$ cat config.mk
export PLATFORM = sky130hd
export DESIGN_NAME = pwm_timer_core
export DESIGN_NICKNAME = d
export VERILOG_FILES = /design/src/rtl/pwm_pkg.sv /design/src/rtl/pwm_deadtime.sv /design/src/rtl/pwm_timer_core.sv
export SDC_FILE = /design/constraint.sdc
export NUM_CORES = 1
export LEC_CHECK = 0
export CAP_MARGIN = 10
export CORE_MARGIN = 2
export CORE_UTILIZATION = 50
export CTS_BUF_LIST = sky130_fd_sc_hd__clkbuf_4
export DETAILED_ROUTE_END_ITERATION = 16
export GPL_ROUTABILITY_DRIVEN = 0
export HOLD_SLACK_MARGIN = 0.05
export PLACE_DENSITY = 0.77
export REMOVE_ABC_BUFFERS = 1
export SKIP_CTS_REPAIR_TIMING = 1
export SYNTH_ARGS = -nofsm -noshare
export SYNTH_HDL_FRONTEND = slang
export SYNTH_SLANG_ARGS = --single-unit
export TNS_END_PERCENT = 10
$ cat constraint.sdc
create_clock -name clk_psc_i -period 2.68 [get_ports clk_psc_i]
set_clock_uncertainty 0.1 [all_clocks]
set_input_delay 0.402 -clock clk_psc_i [delete_from_list [all_inputs] [get_ports clk_psc_i]]
set_output_delay 0.402 -clock clk_psc_i [all_outputs]
set_load 0.02 [all_outputs]
$ cat src/rtl/pwm_pkg.sv
// Shared definitions for the PWM timer core: bit positions inside a channel cfg word.
package pwm_pkg;

  localparam int CFG_EN   = 0;
  localparam int CFG_POL  = 1;
  localparam int CFG_CEN  = 2;
  localparam int CFG_CPOL = 3;

endpackage

$ cat src/rtl/pwm_deadtime.sv
// Dead-time generator for one complementary pair: splits a registered reference into
// non-overlapping main/comp active levels, each edge delayed on its asserting side by dtg_i cycles.
module pwm_deadtime #(
  parameter int DTG_W = 8
) (
  input  logic             clk_psc_i,
  input  logic             rst_n_i,
  input  logic             ref_i,
  input  logic [DTG_W-1:0] dtg_i,
  input  logic             en_i,
  output logic             main_o,
  output logic             comp_o
);

  logic             ref_d;
  logic [DTG_W-1:0] age_q;
  logic [DTG_W-1:0] age;
  logic             settled;

  // age counts cycles the reference has held its current level; a level that
  // does not survive dtg_i cycles never reaches its output.
  always_comb begin
    age     = (ref_i != ref_d) ? '0 : age_q;
    settled = (age >= dtg_i);
    main_o  = en_i &  ref_i & settled;
    comp_o  = en_i & ~ref_i & settled;
  end

  always_ff @(posedge clk_psc_i or negedge rst_n_i) begin
    if (!rst_n_i) begin
      ref_d <= 1'b0;
      age_q <= '0;
    end else begin
      ref_d <= ref_i;
      if (!en_i) begin
        age_q <= '0;
      end else if (&age) begin
        age_q <= age;
      end else begin
        age_q <= age + 1'b1;
      end
    end
  end

endmodule

$ cat src/rtl/pwm_timer_core.sv
// One PWM timer: prescaler, auto-reload up-counter, shadowed configuration and two
// compare channels, each driving a dead-time complementary output pair.
module pwm_timer_core
  import pwm_pkg::*;
#(
  parameter int WIDTH = 16,
  parameter int DTG_W = 8
) (
  input  logic             clk_psc_i,
  input  logic             rst_n_i,
  input  logic             cen_i,
  input  logic [WIDTH-1:0] psc_preload_i,
  input  logic [WIDTH-1:0] arr_preload_i,
  input  logic [WIDTH-1:0] cmp_a_start_i,
  input  logic [WIDTH-1:0] cmp_a_end_i,
  input  logic [WIDTH-1:0] cfg_a_i,
  input  logic [DTG_W-1:0] dtg_a_i,
  input  logic [WIDTH-1:0] cmp_b_start_i,
  input  logic [WIDTH-1:0] cmp_b_end_i,
  input  logic [WIDTH-1:0] cfg_b_i,
  input  logic [DTG_W-1:0] dtg_b_i,
  output logic             pwm_a_o,
  output logic             pwm_an_o,
  output logic             pwm_b_o,
  output logic             pwm_bn_o,
  output logic [WIDTH-1:0] cnt_o,
  output logic             uev_o
);

  logic             cen_q;
  logic [WIDTH-1:0] psc_cnt;
  logic [WIDTH-1:0] psc_sh, arr_sh;
  logic [WIDTH-1:0] a_start_sh, a_end_sh, cfg_a_sh;
  logic [WIDTH-1:0] b_start_sh, b_end_sh, cfg_b_sh;
  logic [DTG_W-1:0] dtg_a_sh, dtg_b_sh;
  logic             ref_a_q, ref_b_q;
  logic             main_a, comp_a, main_b, comp_b;
  logic             load, run, tick, wrap;

  function automatic logic ref_level(input logic [WIDTH-1:0] c,
                                     input logic [WIDTH-1:0] s,
                                     input logic [WIDTH-1:0] e);
    if (s < e)      return (c >= s) && (c < e);
    else if (s > e) return (c >= s) || (c < e);
    else            return 1'b0;
  endfunction

  // run only once the forced shadow load has happened, so the first counting
  // cycle and the channels always see the freshly loaded configuration.
  always_comb begin
    load = cen_i & ~cen_q;
    run  = cen_i &  cen_q;
    tick = run && (psc_cnt == psc_sh);
    wrap = tick && (cnt_o == arr_sh);
  end

  always_ff @(posedge clk_psc_i or negedge rst_n_i) begin
    if (!rst_n_i) begin
      cen_q   <= 1'b0;
      psc_cnt <= '0;
      cnt_o   <= '0;
      uev_o   <= 1'b0;
    end else begin
      cen_q <= cen_i;
      uev_o <= wrap;
      if (!run) begin
        psc_cnt <= '0;
        cnt_o   <= '0;
      end else if (tick) begin
        psc_cnt <= '0;
        cnt_o   <= wrap ? '0 : cnt_o + 1'b1;
      end else begin
        psc_cnt <= psc_cnt + 1'b1;
      end
    end
  end

  always_ff @(posedge clk_psc_i or negedge rst_n_i) begin
    if (!rst_n_i) begin
      psc_sh     <= '0;
      arr_sh     <= '1;
      a_start_sh <= '0;
      a_end_sh   <= '0;
      cfg_a_sh   <= '0;
      dtg_a_sh   <= '0;
      b_start_sh <= '0;
      b_end_sh   <= '0;
      cfg_b_sh   <= '0;
      dtg_b_sh   <= '0;
    end else if (load || wrap) begin
      psc_sh     <= psc_preload_i;
      arr_sh     <= arr_preload_i;
      a_start_sh <= cmp_a_start_i;
      a_end_sh   <= cmp_a_end_i;
      cfg_a_sh   <= cfg_a_i;
      dtg_a_sh   <= dtg_a_i;
      b_start_sh <= cmp_b_start_i;
      b_end_sh   <= cmp_b_end_i;
      cfg_b_sh   <= cfg_b_i;
      dtg_b_sh   <= dtg_b_i;
    end
  end

  always_ff @(posedge clk_psc_i or negedge rst_n_i) begin
    if (!rst_n_i) begin
      ref_a_q <= 1'b0;
      ref_b_q <= 1'b0;
    end else begin
      ref_a_q <= run && ref_level(cnt_o, a_start_sh, a_end_sh);
      ref_b_q <= run && ref_level(cnt_o, b_start_sh, b_end_sh);
    end
  end

  pwm_deadtime #(.DTG_W(DTG_W)) u_dt_a (
    .clk_psc_i (clk_psc_i),
    .rst_n_i   (rst_n_i),
    .ref_i     (ref_a_q),
    .dtg_i     (dtg_a_sh),
    .en_i      (run & cfg_a_sh[CFG_EN]),
    .main_o    (main_a),
    .comp_o    (comp_a)
  );

  pwm_deadtime #(.DTG_W(DTG_W)) u_dt_b (
    .clk_psc_i (clk_psc_i),
    .rst_n_i   (rst_n_i),
    .ref_i     (ref_b_q),
    .dtg_i     (dtg_b_sh),
    .en_i      (run & cfg_b_sh[CFG_EN]),
    .main_o    (main_b),
    .comp_o    (comp_b)
  );

  always_ff @(posedge clk_psc_i or negedge rst_n_i) begin
    if (!rst_n_i) begin
      pwm_a_o  <= 1'b0;
      pwm_an_o <= 1'b0;
      pwm_b_o  <= 1'b0;
      pwm_bn_o <= 1'b0;
    end else begin
      pwm_a_o  <= main_a ^ cfg_a_sh[CFG_POL];
      pwm_an_o <= (comp_a & cfg_a_sh[CFG_CEN]) ^ cfg_a_sh[CFG_CPOL];
      pwm_b_o  <= main_b ^ cfg_b_sh[CFG_POL];
      pwm_bn_o <= (comp_b & cfg_b_sh[CFG_CEN]) ^ cfg_b_sh[CFG_CPOL];
    end
  end

endmodule

=== After elaboration in Yosys (flattened, before gate mapping) ===
Index checks and enable logic that the tools add are counted.

* Bits in registers: 178
* Input port bits: 147
* Output and inout port bits: 21
* Word-level logic and storage cells: 90

* Add/sub/neg operators: 4
* $lt $le $gt $ge: 10
* Eq/ne operators: 5
* Mux-type cells: 15
* Bitwise gates (word level): 21
* Reductions and logical operators: 11

{| class="wikitable"
|+ Operator list
! kind !! count
|-
| $mux 16 || 5
|-
| $lt 16x16->1 || 4
|-
| $mux 8 || 6
|-
| $add 16x1->16 const B || 2
|-
| $eq 16x16->1 || 2
|-
| $ge 16x16->1 || 2
|-
| $gt 16x16->1 || 2
|-
| $add 8x1->8 const B || 2
|-
| $ge 8x8->1 || 2
|-
| $reduce_and 8->1 || 2
|-
| $and 1x1->1 || 14
|-
| $logic_and 1x1->1 || 6
|-
| $mux 1 || 4
|-
| $xor 1x1->1 || 4
|-
| $logic_or 1x1->1 || 3
|-
| $not 1->1 || 3
|-
| $ne 1x1->1 || 2
|-
| $ne 2x1->1 const B || 1
|}

=== Longest topological paths before layout ===
Gate-level depths: netlist (run 1).

* Word-level depth: 6
* Gate-level depth with buffers: 11
* Mapped depth without buffers: 10

=== Hierarchy ===
A second synthesis (run 1) with hierarchy kept.

* Cell total of the unflattened synthesis: 952
* Area total of the unflattened synthesis: 10447.5 um^2

{| class="wikitable"
|+ By module, submodules not included
! module !! instances !! cells each !! area an instance (um^2) !! seq. area each (um^2)
|-
| pwm_timer_core || 1 || 792 || 9006.1 || 4023.9
|-
| pwm_deadtime || 2 || 80 || 720.7 || 225.2
|}

=== Least setup slack after synthesis (run 1) ===
Ideal clock, no wire load.

* Path kind: register -> register
* From: register ref_a_q
* To: register pwm_an_o
* Setup time: 0.126 ns
* Arrival: 2.338 ns
* Path slack: 0.116 ns
* Stages on the path, launching flop included: 11
* Path buffers: 1
* Period minus slack after synthesis: 2.564 ns
* Path through: dfrtp_1 -> xnor2_1 -> clkbuf_1 -> nand2_1 -> ha_1 -> nand2b_1 -> a21o_1 -> a21o_1 -> a211oi_1 -> nor3_1 -> a311o_1

* Cells in the longest elaborated chain, start to end: 6

{| class="wikitable"
|+ Ends and longest elaborated chain
! item !! line !! RTL
|-
| start, declared || pwm_timer_core.sv:36 || <nowiki>logic ref_a_q, ref_b_q;</nowiki>
|-
| start signal, assigned || pwm_timer_core.sv:109 || <nowiki>ref_a_q <= run && ref_level(cnt_o, a_start_sh, a_end_sh);</nowiki>
|-
| $ne 1x1->1 || pwm_deadtime.sv:23 || <nowiki>age = (ref_i != ref_d) ? '0 : age_q;</nowiki>
|-
| $mux 8 || pwm_deadtime.sv:23 ||
|-
| $ge 8x8->1 || pwm_deadtime.sv:24 || <nowiki>settled = (age >= dtg_i);</nowiki>
|-
| $and 1x1->1 * || pwm_deadtime.sv:26 || <nowiki>comp_o = en_i & ~ref_i & settled;</nowiki>
|-
| $and 1x1->1 * || pwm_timer_core.sv:142 || <nowiki>pwm_an_o <= (comp_a & cfg_a_sh[CFG_CEN]) ^ cfg_a_sh[CFG_CPOL];</nowiki>
|-
| $xor 1x1->1 * || pwm_timer_core.sv:142 ||
|-
| end signal, assigned || pwm_timer_core.sv:142 ||
|-
| end, declared || pwm_timer_core.sv:23 || <nowiki>output logic pwm_an_o,</nowiki>
|}

Every way passes the cells marked *; elsewhere a longest branch is shown, timed or not.
A chain may end at the register's enable or synchronous reset.

=== Worst setup path after layout (run 1) ===
* From: register arr_sh[2]
* To: register b_start_sh[3]

* Cells in the longest elaborated chain, start to end: 3

{| class="wikitable"
|+ Ends and longest elaborated chain
! item !! line !! RTL
|-
| start, declared || pwm_timer_core.sv:32 || <nowiki>logic [WIDTH-1:0] psc_sh, arr_sh;</nowiki>
|-
| start signal, assigned || pwm_timer_core.sv:92 || <nowiki>arr_sh <= arr_preload_i;</nowiki>
|-
| $eq 16x16->1 || pwm_timer_core.sv:54 || <nowiki>wrap = tick && (cnt_o == arr_sh);</nowiki>
|-
| $logic_and 1x1->1 || pwm_timer_core.sv:54 ||
|-
| $logic_or 1x1->1 || pwm_timer_core.sv:90 || <nowiki>end else if (load || wrap) begin</nowiki>
|-
| end signal, assigned || pwm_timer_core.sv:97 || <nowiki>b_start_sh <= cmp_b_start_i;</nowiki>
|-
| end, declared || pwm_timer_core.sv:34 || <nowiki>logic [WIDTH-1:0] b_start_sh, b_end_sh, cfg_b_sh;</nowiki>
|}

No other way between the ends.

==> results.tsv, run 1 <==
stage	metric	value	unit
outcome	run status	finished, final reports clean	
die	I/O pins	168	
sta	final setup violation count	0	
synth	FFs w/ async S/R, synth	100	%
synth	Syn Area/Cell	11.1	sq um
sta	final worst path period share	93.3	%
place	worst slack, placed	0.123	ns
worst_hold_path	hold crit path type	in -> async	
finish	area added between synthesis and finish	21.3	%
sta	Slew Viols, Final	0	
synth	Cell Area, Synth	0.0108	sq mm
finish	layout cell share with drive strength beyond 1	17.7	%
route	Wirelength per Cell	15.9	microns
grt	vias in the first global route	8081	
sta	setup ws final	0.179	ns
cts	insertion delay to the later sink of the worst-skew pair	0.57	ns
cts	Bufs on Longest Clock Path	2	
pwr	Max IR drop VDD	0.000251	V
grt	largest net degree at the start of global routing	68	
finish	fin util	62.0	%
pwr	leakage power total	6.48	nW
synth	EDFF count, synth	0	
finish	Fill cells	1750	
place	dpl hpwl	17600	microns
route	vias post-DR	7812	
route	DRT Pass-1 Iters	4	
die	row count	53	
cts	Clock transition at path regs	0.16	ns
synth	Post-Synthesis Cells	973	
pwr	power per cell area	487	mW/mm^2
sta	fin crit period	2.50	ns
critical_path	CP Data Required Time	3.05	ns
cts	CTS tree	done	
finish	fin area	0.0131	sq mm
synth	Yosys Warn Count	0	
route	WL final	23000	microns
cts	clock sink count	178	
synth	Seq cells post-synth	178	
route	final antenna-violating net count	0	
critical_path	Crit Path Max Fanout	67	
route	DRC viols	0	
grt	first-pass GRT wire length	37900	microns
die	Die W	151	microns
critical_path	crit path DAT	2.87	ns
cts	H-tree levels	4	
die	total die area	0.0228	sq mm
die	die height	151	microns
sta	slew of the pin with the lowest slew margin	0.719	ns
run	max_cap viols	0	
finish	Nets	1412	
sta	Max Freq	400	MHz
sta	final hold violation count	0	
die	Starting Density	51.1	%
die	Placeable Area	0.0211	sq mm
grt	grt ovf	0	
critical_path	startpoint types	flip-flop	
critical_path	Setup CP Type	reg -> reg	
grt	initial antenna violation count	1	
place	I/O Buffers	143	
cts	cts bufs inserted	17	
route	routed vias/inst	5.42	
sta	unrepaired setup endpoints after global routing	no	
synth	Seq/Total Area, Yosys	41.5	%
sta	Total Neg Setup Slack	0	ns
route	initial DRC count	345	
synth	commonest register cell after synthesis	dfrtp_1	
synth	Netlist cell types	51	
cts	root buffer cell	clkbuf_4	
sta	Slew headroom	52.0	%
grt	GRT Util Overall	21.0	%
critical_path	CP Capture Type	flip-flop	
place	placed inst area	0.0127	sq mm
[metrics by stage]
stage | hold WS, ns | cells | power (W)
5_1_grt | 0.121 | 1441 | 0.00676
4_1_cts | -0.460 | 1438 | 0.00644
2_1_floorplan | 0.00641 | 950 | 0.00427
3_3_place_gp | 0.210 | 1406 | 0.00472
6_report | 0.154 | 1441 | 0.00637
3_5_place_dp | 0.214 | 1406 | 0.00480
[cells by family (layout without fill, tap and decap cells)]
kind of cell / after synthesis / in the layout / synth area share [%]
muxes: 124 / 124 / 16.0
other: 0 / 2 / 0
adders and majority gates: 114 / 114 / 13.2
AOI/OAI and AO/OA: 147 / 147 / 8.58
and+or+nand+nor: 239 / 239 / 11.3
xor gates and xnor gates: 57 / 57 / 4.63
buffers and inverters: 114 / 305 / 4.75
DFF: 178 / 178 / 41.5
[metal layers]
metal  vias to the layer above  wire length, microns  track usage (%)
met1                      3754                 10400             27.2
met4                         0                   571             7.71
li1                       3826                     -                -
met5                         -                     0                0
met3                        47                  1010             4.28
met2                       185                 11000             34.8
[report_power, final]
| group | leakage (nW) | internal (W) | switching (W) |
|---|---|---|---|
| combinational | 4.14 | 0.000865 | 0.000658 |
| sequential | 2.18 | 0.00300 | 0.000221 |
| clock | 0.167 | 0.000589 | 0.00104 |
[final cells by class]
type	instances	area, sq um	area share [%]
multi-input cells	681	5830	44.6
flip-flops and latches	178	4470	34.2
repair buffers	182	1780	13.6
well taps	275	344	2.63
inverters	91	342	2.61
clock inverters	15	176	1.35
clock buffers	17	128	0.976
diodes	2	5.00	0.0383
[worst max-delay path, cell delays in order (launching register included)]
cell and delay, ns:
dfstp_2 0.56, xor2_1 0.06, nor4_1 0.33, buf_4 0.18, nand4_1 0.14, o21ai_1 0.26, nand2_4 0.10, buf_12 0.24
mux2_1 0.37
[worst paths after layout]
path | start | endpoint | slack (ns) | cells after the start
hold reg to reg | ref_a_q | u_dt_a.ref_d | 0.38 | 0
setup reg to reg | arr_sh[2] | b_start_sh[3] | 0.18 | 8
setup / recovery | arr_sh[2] | b_start_sh[3] | 0.18 | 8
min in group clk_psc_i | cmp_a_start_i[11] | a_start_sh[11] | 0.31 | 2
max in group asynchronous | rst_n_i | arr_sh[14] | 1.62 | 3
hold / removal | rst_n_i | a_end_sh[5] | 0.15 | 2
[cells in the mapped netlist (all sizes together) (5+ instances only)]
| cell | instances | area share, % |
|---|---|---|
| dfrtp | 162 | 38 |
| mux2 | 120 | 16 |
| ha | 114 | 13 |
| inv | 91 | 3.2 |
| nand2 | 50 | 1.7 |
| nor2 | 50 | 1.7 |
| a21oi | 48 | 2.2 |
| xor2 | 45 | 3.7 |
| nand3 | 37 | 1.7 |
| o21ai | 36 | 1.7 |
| nand4 | 22 | 1.3 |
| a21o | 18 | 1.3 |
| nor4 | 17 | 0.99 |
| dfstp | 16 | 3.9 |
| buf | 12 | 1.2 |
| xnor2 | 12 | 0.97 |
| and2 | 11 | 0.64 |
| clkbuf | 11 | 0.38 |
| a211oi | 10 | 0.70 |
| and3 | 10 | 0.58 |
| nand2b | 9 | 0.52 |
| nor2b | 7 | 0.41 |
| or3 | 7 | 0.41 |
| a31oi | 6 | 0.35 |
| nor3 | 6 | 0.28 |
| and4 | 5 | 0.41 |
[sequential cells by signal, indices dropped and copies added (netlist names)]
signal	cells
u_dt_a.age_q	8
pwm_bn_o	1
b_start_sh	16
pwm_a_o	1
a_start_sh	16
uev_o	1
arr_sh	16
a_end_sh	16
u_dt_a.ref_d	1
b_end_sh	16
u_dt_b.age_q	8
psc_cnt	16
cfg_b_sh	4
ref_a_q	1
pwm_b_o	1
u_dt_b.ref_d	1
ref_b_q	1
cfg_a_sh	4
cnt_o	16
dtg_a_sh	8
psc_sh	16
cen_q	1
dtg_b_sh	8
pwm_an_o	1
[layout by cell type (no fill, tap or decap), types with 7 or more instances in the layout]
cell / count
a211oi_1: 9
a21o_1: 18
a21oi_1: 48
and2_1: 11
and3_1: 10
buf_4: 34
clkbuf_4: 17
clkdlybuf4s50_1: 142
dfrtp_1: 162
dfstp_2: 16
ha_1: 114
inv_1: 91
mux2_1: 10
mux2_2: 20
mux2_4: 90
nand2_1: 49
nand2b_1: 9
nand3_1: 36
nand4_1: 22
nor2_1: 50
nor2b_1: 7
nor4_1: 16
o21ai_0: 34
or3_1: 7
xnor2_1: 11
xor2_1: 45
Note: power is estimated with default switching activity, not from simulation.
==> run 2: changes to the inputs <==
CTS_BUF_LIST = sky130_fd_sc_hd__clkbuf_8   (was sky130_fd_sc_hd__clkbuf_4)
==> results.tsv, run 2 (synthesis results as in run 1) <==
stage	metric	value	unit	change
route	WL final	23000	microns	about the same
sta	unrepaired setup endpoints after global routing	no		
grt	GRT Util Overall	21.0	%	+0.058 points
route	routed vias/inst	5.42		about the same
finish	most frequent cells in the layout	dfrtp_1, clkdlybuf4s50_1, ha_1		
pwr	power per cell area	509	mW/mm^2	+4.6%
sta	Max Freq	401	MHz	+0.21%
sta	fin crit period	2.50	ns	-0.00535 ns
critical_path	CP Capture Type	flip-flop		
route	DRT Pass-1 Iters	4		unchanged
cts	Clock transition at path regs	0.10	ns	-0.06 ns
finish	leading cell type in the layout, fill and taps excluded	dfrtp_1		
route	DRC viols	0		unchanged
cts	Bufs on Longest Clock Path	2		unchanged
die	I/O pins	168		unchanged
die	Die W	151	microns	unchanged
die	row count	53		unchanged
route	final antenna-violating net count	0		unchanged
place	dpl hpwl	17600	microns	unchanged
cts	insertion delay to the later sink of the worst-skew pair	0.47	ns	-0.10 ns
pwr	leakage power total	6.53	nW	+0.77%
route	met3 wire len	1020	microns	+1.2%
sta	Slew Viols, Final	0		unchanged
sta	final worst path period share	93.1	%	-0.20 points
cts	CTS tree	done		
critical_path	CP Data Required Time	2.94	ns	-0.11 ns
place	I/O Buffers	143		unchanged
finish	fin area	0.0132	sq mm	+0.85%
grt	grt ovf	0		unchanged
pwr	Tot Pwr	0.00672	W	+5.4%
worst_hold_path	hold crit path type	in -> async		
run	max_cap viols	0		unchanged
route	routed wl met2	11100	microns	+1.3%
critical_path	CP dominant cell by count	a21o_1		
route	initial DRC count	279		-19%
route	met1 WL	10300	microns	-0.46%
finish	layout cell share with drive strength beyond 1	17.8	%	+0.086 points
sta	Slew headroom	51.0	%	-0.97 points
critical_path	Setup CP Type	reg -> reg		
critical_path	startpoint types	flip-flop		
grt	first-pass GRT wire length	38000	microns	+0.36%
sta	Total Neg Setup Slack	0	ns	unchanged
cts	cts bufs inserted	17		unchanged
grt	initial antenna violation count	0		-1
place	worst slack, placed	0.123	ns	unchanged
critical_path	Crit Path Max Fanout	5		-93%
cts	H-tree levels	4		unchanged
sta	slew of the pin with the lowest slew margin	0.734	ns	+0.0145 ns
die	total die area	0.0228	sq mm	unchanged
route	vias post-DR	7803		-0.12%
critical_path	slowest CP cell	dfrtp_1		
critical_path	critical path's largest stage delay	0.46	ns	-0.10 ns
finish	# diodes	0		-2
route	Wirelength per Cell	16.0	microns	+0.23%
finish	Nets	1412		unchanged
finish	area added between synthesis and finish	22.3	%	
die	die height	151	microns	unchanged
route	DR top layer	met4		
critical_path	CP Cell Sequence	xnor2_2 -> nand2_1 -> ha_1 -> nand2b_1 -> a21o_1 -> a21o_1 -> a211oi_1 -> nor3_1 -> a311o_1		
die	Placeable Area	0.0211	sq mm	unchanged
cts	clock sink count	178		unchanged
sta	setup ws final	0.185	ns	+0.00535 ns
grt	largest net degree at the start of global routing	68		unchanged
die	Starting Density	51.1	%	unchanged
sta	final setup violation count	0		unchanged
outcome	run status	finished, final reports clean		
finish	Fill cells	1725		-1.4%
grt	vias in the first global route	8071		-0.12%
place	placed inst area	0.0127	sq mm	unchanged
sta	final hold violation count	0		unchanged
critical_path	crit path DAT	2.75	ns	-0.12 ns
pwr	Max IR drop VDD	0.000289	V	+15%
cts	root buffer cell	clkbuf_8		
run 2: changes by cell type in the layout (fill, tap and decap cells not counted):
cell and delta:
clkinv_1 -1, diode_2 -2, clkbuf_8 +18, clkbuf_4 -17
run 2: path summary, 6_finish.rpt:
kind	slack, ns	from	cells past startpoint	end
worst max-delay path	0.18	ref_b_q	9	pwm_bn_o
worst min-delay path	0.27	rst_n_i	2	a_end_sh[5]
worst max register to register	0.18	ref_b_q	9	pwm_bn_o
worst min register to register	0.37	ref_a_q	0	u_dt_a.ref_d
max in group asynchronous	1.51	rst_n_i	3	arr_sh[15]
min in group clk_psc_i	0.37	ref_a_q	0	u_dt_a.ref_d
run 2: power by group:
part           total, W  internal [W]  switching [W]
Sequential      0.00322       0.00300       0.000222
Combinational   0.00152      0.000865       0.000659
Clock           0.00197      0.000891        0.00108
run 2: per-layer routing:
layer / track usage [%] / vias to the layer above
li1: - / 3822
met1: 27.2 / 3773
met2: 35.4 / 170
met3: 4.34 / 38
met4: 6.92 / 0
met5: 0 / -
run 2: final cells by class:
type                            count  area, sq um  area share (%)
Inverter                           91          342            2.59
Timing Repair Buffer              182         1780            13.5
Multi-Input combinational cell    681         5830            44.2
Tap cell                          275          344            2.61
Clock buffer                       18          248            1.88
Clock inverter                     14          173            1.31
Sequential cell                   178         4470            33.9
run 2: worst max-delay path, delay by kind of cell (launching register included):
family          cells  cell delay (ns)
simple gates        3             0.34
compound gates      4             1.00
flops               1             0.46
xor+xnor            1             0.22
fa+ha+maj           1             0.27
run 2: through the flow:
stage	hold slack [ns]	std cells	util [%]
after CTS	-0.301	1438	62.4
after detailed placement	0.214	1406	60.4
final	0.270	1439	62.5
after floorplan	0.00641	950	-
after global routing	0.275	1439	62.5
after global placement	0.210	1406	60.4
==> run 3: changes to the inputs <==
CAP_MARGIN = 20   (was 10)
==> results of run 3 <==
Final layout, timing and power as in run 2 (identical DEF).
